<file path="config.mk">
export PLATFORM = sky130hd
export DESIGN_NAME = food_placement_controller
export DESIGN_NICKNAME = d
export VERILOG_FILES = /design/src/rtl/food_placement_controller.sv
export SDC_FILE = /design/constraint.sdc
export NUM_CORES = 1
export LEC_CHECK = 0
export ABC_CLOCK_PERIOD_IN_PS = 2200
export CAP_MARGIN = 20
export CELL_PAD_IN_SITES_DETAIL_PLACEMENT = 2
export CELL_PAD_IN_SITES_GLOBAL_PLACEMENT = 2
export CORE_AREA = 8 8 89 91
export CTS_BUF_LIST = sky130_fd_sc_hd__clkbuf_2
export DETAILED_ROUTE_END_ITERATION = 6
export DIE_AREA = 0 0 97 99
export PLACE_DENSITY = 0.88
export SLEW_MARGIN = 20
export SYNTH_ARGS = -nofsm -noshare
export SYNTH_HDL_FRONTEND = slang
export SYNTH_SLANG_ARGS = --single-unit
</file>
<file path="constraint.sdc">
create_clock -name clk -period 2.2 [get_ports clk]
set_clock_uncertainty 0.2 [all_clocks]
set_input_delay 0.33 -clock clk [delete_from_list [all_inputs] [get_ports clk]]
set_output_delay 0.33 -clock clk [all_outputs]
set_load 0.01 [all_outputs]
</file>
<file path="src/rtl/food_placement_controller.sv">
// Food placement controller: samples the free-running coordinate LFSR, folds
// the raw value into the legal grid, asks the snake-occupancy checker whether
// the cell is free, and retries on collision up to MAX_TRIES candidates.
//
//   state  | meaning
//   -------+-----------------------------------------------------------
//   IDLE   | waiting for place_req; food outputs hold the last placement
//   SAMPLE | fold the raw random coordinate and register it as candidate
//   QUERY  | occupancy query outstanding, candidate held until occ_ready
//   FAIL   | every candidate was occupied; leaving emits place_fail
module food_placement_controller #(
  parameter int X_MAX     = 160,
  parameter int Y_MAX     = 120,
  parameter int MAX_TRIES = 16
) (
  input  logic       clk,
  input  logic       resetn,
  input  logic       place_req,
  input  logic [7:0] rand_x,
  input  logic [6:0] rand_y,
  output logic       occ_valid,
  output logic [7:0] occ_x,
  output logic [6:0] occ_y,
  input  logic       occ_ready,
  input  logic       occ_hit,
  output logic [7:0] food_x,
  output logic [6:0] food_y,
  output logic       food_valid,
  output logic       busy,
  output logic       place_done,
  output logic       place_fail
);

  localparam logic [1:0] S_IDLE   = 2'd0;
  localparam logic [1:0] S_SAMPLE = 2'd1;
  localparam logic [1:0] S_QUERY  = 2'd2;
  localparam logic [1:0] S_FAIL   = 2'd3;

  // X_MAX may be 256, so the x compare needs a ninth bit.
  localparam logic [8:0] X_LIM   = 9'(X_MAX);
  localparam logic [7:0] Y_LIM   = 8'(Y_MAX);
  localparam logic [7:0] TRY_LIM = 8'(MAX_TRIES);

  logic [1:0] state;
  logic [7:0] tries;
  logic [7:0] try_next;
  logic [7:0] cand_x;
  logic [6:0] cand_y;
  logic [7:0] fold_x;
  logic [6:0] fold_y;
  logic [8:0] x_ext;
  logic [7:0] y_ext;

  // Fold the raw coordinate into the grid; one subtraction is enough because
  // the raw range is less than twice the grid size.
  always_comb begin
    x_ext    = {1'b0, rand_x};
    y_ext    = {1'b0, rand_y};
    fold_x   = rand_x;
    fold_y   = rand_y;
    try_next = tries + 8'd1;
    if (x_ext >= X_LIM) fold_x = 8'(x_ext - X_LIM);
    if (y_ext >= Y_LIM) fold_y = 7'(y_ext - Y_LIM);
  end

  assign occ_valid = (state == S_QUERY);
  assign occ_x     = cand_x;
  assign occ_y     = cand_y;
  assign busy      = (state != S_IDLE);

  // Placement sequencer: state, retry count, candidate and committed food.
  always_ff @(posedge clk or negedge resetn) begin
    if (!resetn) begin
      state      <= S_IDLE;
      tries      <= 8'd0;
      cand_x     <= 8'd0;
      cand_y     <= 7'd0;
      food_x     <= 8'd0;
      food_y     <= 7'd0;
      food_valid <= 1'b0;
      place_done <= 1'b0;
      place_fail <= 1'b0;
    end else begin
      place_done <= 1'b0;
      place_fail <= 1'b0;
      case (state)
        S_IDLE: begin
          if (place_req) begin
            tries      <= 8'd0;
            food_valid <= 1'b0;
            state      <= S_SAMPLE;
          end
        end
        S_SAMPLE: begin
          cand_x <= fold_x;
          cand_y <= fold_y;
          state  <= S_QUERY;
        end
        S_QUERY: begin
          if (occ_ready) begin
            if (!occ_hit) begin
              food_x     <= cand_x;
              food_y     <= cand_y;
              food_valid <= 1'b1;
              place_done <= 1'b1;
              state      <= S_IDLE;
            end else begin
              tries <= try_next;
              if (try_next == TRY_LIM) state <= S_FAIL;
              else                     state <= S_SAMPLE;
            end
          end
        end
        default: begin
          place_fail <= 1'b1;
          state      <= S_IDLE;
        end
      endcase
    end
  end

endmodule

</file>
==> run summary <==
Clock-pin slew was measured on the worst setup and hold paths at 0.23 ns. Entering global routing, the biggest net connects 44 pins. The number of global-route vias before repair is 1785. Counting flops and latches in the post-synthesis netlist gives 43. The shortest period the worst path allows is 2.10 ns.

The total placed cells including tap cells came out at 314. For this run the aggregate overflow at the end of global routing stands at 0. The number of antenna violations at the first check in global routing came to 0. The y dimension of the die came out at 99 µm. The instance count on the critical path came out at 4. Dividing the detail-routed wire length by the instance count gives 17.9 µm. The total of warnings raised by yosys is 0. The total of buffers placed on input and output ports is 54. Setup violations remaining at the end of the flow were counted as 0. The count of vias placed by the detailed router came out at 1601. The detailed router put a total of 2520 µm of wire on met1. At the pin with the least slew margin, the transition time is 0.570 ns. The count of flip-flops with a built-in enable after synthesis is 0. CTS built an H-tree with a depth of 2. Ranked by total cell area, the synthesized netlist is headed by dfrtp_1, mux2_2, nand2_1, o21ai_0, ha_1.

Dividing the final minimum period by the clock period gives 95.2%. Detailed routing placed a total of 253 µm of wire on met3. Across the run, the number of max-cap violations was 0. After detailed routing, the number of remaining DRC violations is 0. The initial DRC count is 25. The CTS tree is built.

Using the TritonRoute via totals, the vias-per-cell ratio works out to 4.90. The root buffer cell chosen for the clock tree is clkbuf_2. In this run the worst setup path begins at state[0].

The max-slew violation total from the final report came to 0. Summing the areas of all compound-gate instances in the mapped netlist gives 10.5% of the synthesized area. For this design, the slowest cell found on the critical path is dfrtp_2. The nature of the critical path endpoint is an output port.

The count of nets left with antenna violations after detail routing is 0. The later pin in the worst-skew pair is clocked with a latency of 0.40 ns. The maximum clock insertion buffer count came out at 2. The share of synthesized area in the top cell type comes to 54.4%. The maximum fanout along the worst path came out at 3. By startpoint and endpoint, the worst setup path is classified as flip-flop to output port.

The number of sinks handled by clock tree synthesis is 43. The overall routing resource usage came out at 12.4%. The multiplexer area fraction after synthesis came out at 9.62%. The highest clock rate is 477 MHz.

The sum of internal, switching and leakage power came out at 3320 µW. The unique cell type count in the Yosys netlist came out at 39. The share of final-layout standard cells stronger than drive strength 1 is 17.8%. The largest single stage delay on the critical path is 0.45 ns.

The endpoint identified for the worst register-to-register timing path is tries[7]. The final design utilization is 41.6%. The number of antenna diodes in the final layout is 0. The worst-case register-to-register setup slack came out at 0.34 ns. The net count after synthesis is 206. The category of the worst setup path launch point is a flip-flop. Summing the sequential cell areas from Yosys gives 54.4% of the chip area. The number of buffers and inverters on the critical path came out at 3.

Among all flip-flop cells after synthesis, the most frequent one is dfrtp_1. The xor and xnor area share after synthesis is 0.886%. The async set-reset flop share out of synthesis came out at 100%.

The detailed-placement wirelength estimate is 4130 µm. The total CTS buffers came out at 5. The core box area is 6570 µm². Pin placement for this block handled 55 I/O pins. The initial cell density of the core came out at 30.1%. The tightest min-delay check is of the input pin to flip-flop type.

The run finished with clean final reports. The post-route non-filler standard cell count is 327. The mapped netlist covers 1980 µm².

Broken down by cell family, the worst path's largest delay share belongs to buffers and inverters. Summing the areas of all fa, ha and maj instances in the mapped netlist gives 2.53% of the synthesized area. For this run, the detailed router's first-pass iteration total came to 5. Summed over all layers, the routed wires come to 5860 µm. The power per cell area came out at 1220 nW/µm². The synthesized area divided by synthesized cell count came out at 10.9 µm². The worst flop-to-flop path startpoint is state[0]. The remaining max-slew budget at the tightest pin is 62.0%. Setup repair after global routing left no endpoint under its margin. The required time of the critical path came out at 1.67 ns. The count of endpoints failing hold in the final timing report is 0.

The die covers 9600 µm². After synthesis, the largest family of logic cells by area is simple AND/OR/NAND/NOR gates. The number of cells produced by synthesis came out at 182. The floorplan has 30 rows. STA puts the critical path data arrival time at 1.57 ns. The setup TNS after final layout came out at 0 ns. The last weighted congestion value of the routability-driven placer is 0.765.

The leakage power figure is 0.00126 µW. The worst register-to-register path has a depth of 5. The peak supply drop came out at 0.420 mV. Of all cell types, the one taking the most synthesized area is dfrtp_1. Following the worst setup path forward leads to its endpoint at occ_valid. Timing analysis after detailed placement gives a worst setup slack of 0.0832 ns. Traced cell by cell, the critical path runs through buf_4 -> nand2b_1 -> inv_1 -> dlygate4sd2_1. The die outline width is 97 µm. Of the total synthesized cell area, the portion taken by AND, OR, NAND and NOR gates is 18.2%. The net total in the final layout is 270. The highest layer touched by signal routing is met4. The first global-routing pass estimated 9630 µm of wire. The signed area change from the synthesized netlist to the final layout came out at 38.4%. After layout, the worst setup slack is 0.105 ns. After detailed routing, the met2 layer carries 3040 µm of wire.
-- tightest hold or removal path: stages --
cell and delay (ns):
clkdlybuf4s50_1 0.40, nand2_1 0.06, nand2_1 0.04
-- where the power goes --
group	internal [µW]	leakage (µW)	switching [µW]	total (µW)
sequential	1090	0.000546	220	1310
clock	311	0.0000532	260	571
combinational	807	0.000660	635	1440
-- how the worst min path moves through the flow --
stage	from	endpoint	slack [ns]	cells past startpoint
detailed placement	resetn	tries[0]	0.25	2
CTS	rand_x[0]	occ_x[0]	0.19	3
floorplan	resetn	food_valid	-0.17	0
global route	rand_x[3]	occ_x[3]	0.21	3
global placement	resetn	tries[0]	0.24	2
finish	rand_x[0]	occ_x[0]	0.23	3
-- cell usage after synthesis, types with 2 or more instances --
cell type	instances
mux2_2	16
dfrtp_1	43
o21ai_0	16
nand2_1	37
and4_1	2
xnor2_1	2
and3_2	2
nand3_1	7
nor2_1	7
inv_1	6
nand2b_1	5
buf_2	2
nor2b_1	2
ha_1	4
o31ai_1	3
a21oi_1	5
-- cell usage in the layout (no fill, tap or decap), types with 4 or more instances in the layout --
cell / count
a21oi_1: 5
buf_4: 7
clkbuf_2: 6
clkdlybuf4s50_1: 51
dfrtp_1: 41
ha_1: 4
inv_1: 6
mux2_2: 16
nand2_1: 37
nand2b_1: 5
nand3_1: 7
nor2_1: 7
o21ai_0: 16
-- per-stage QoR --
stage	cell area [µm²]	hold WS, ns
2_1_floorplan	1980	-0.166
3_3_place_gp	2600	0.243
3_5_place_dp	2600	0.251
4_1_cts	2730	0.185
5_1_grt	2740	0.209
6_report	2740	0.231
-- final cells by class --
type,count,area [µm²]
tap,80,100
clock buffer,6,30.0
sequential,43,1080
clock inverter,2,60.1
timing repair buffer,63,619
fill,691,3830
inverter,6,22.5
multi-input combinational,127,825
-- metal layers --
layer / GRT usage [%] / up-vias
met3: 3.15 / 4
met5: 0 / -
met1: 14.5 / 801
met2: 21.7 / 37
li1: - / 759
met4: 3.55 / 0
-- cell families (layout without fill, tap and decap cells) --
| logic type | Yosys count | after routing |
|---|---|---|
| simple gates | 70 | 70 |
| flops | 43 | 43 |
| compound gates | 34 | 34 |
| mux | 17 | 17 |
| buf+inv | 12 | 77 |
| fa+ha+maj | 4 | 4 |
| xor+xnor | 2 | 2 |
-- sequential cells by signal, summed over array words and instances, names as in the netlist, 2 cells and up --
register  count
tries         8
occ_y         7
occ_x         8
food_y        7
food_x        8
state         2
-- timing repair --
item / in CTS / in global routing
pin swaps: 0 / 0
setup buffers: 4 / 0
setup endpoints to repair: 2 / 1
hold buffers: 1 / 0
endpoints found under the hold margin: 43 / 0
gates resized for setup: 3 / 1
No activity file was read; power rests on OpenSTA's default activity.
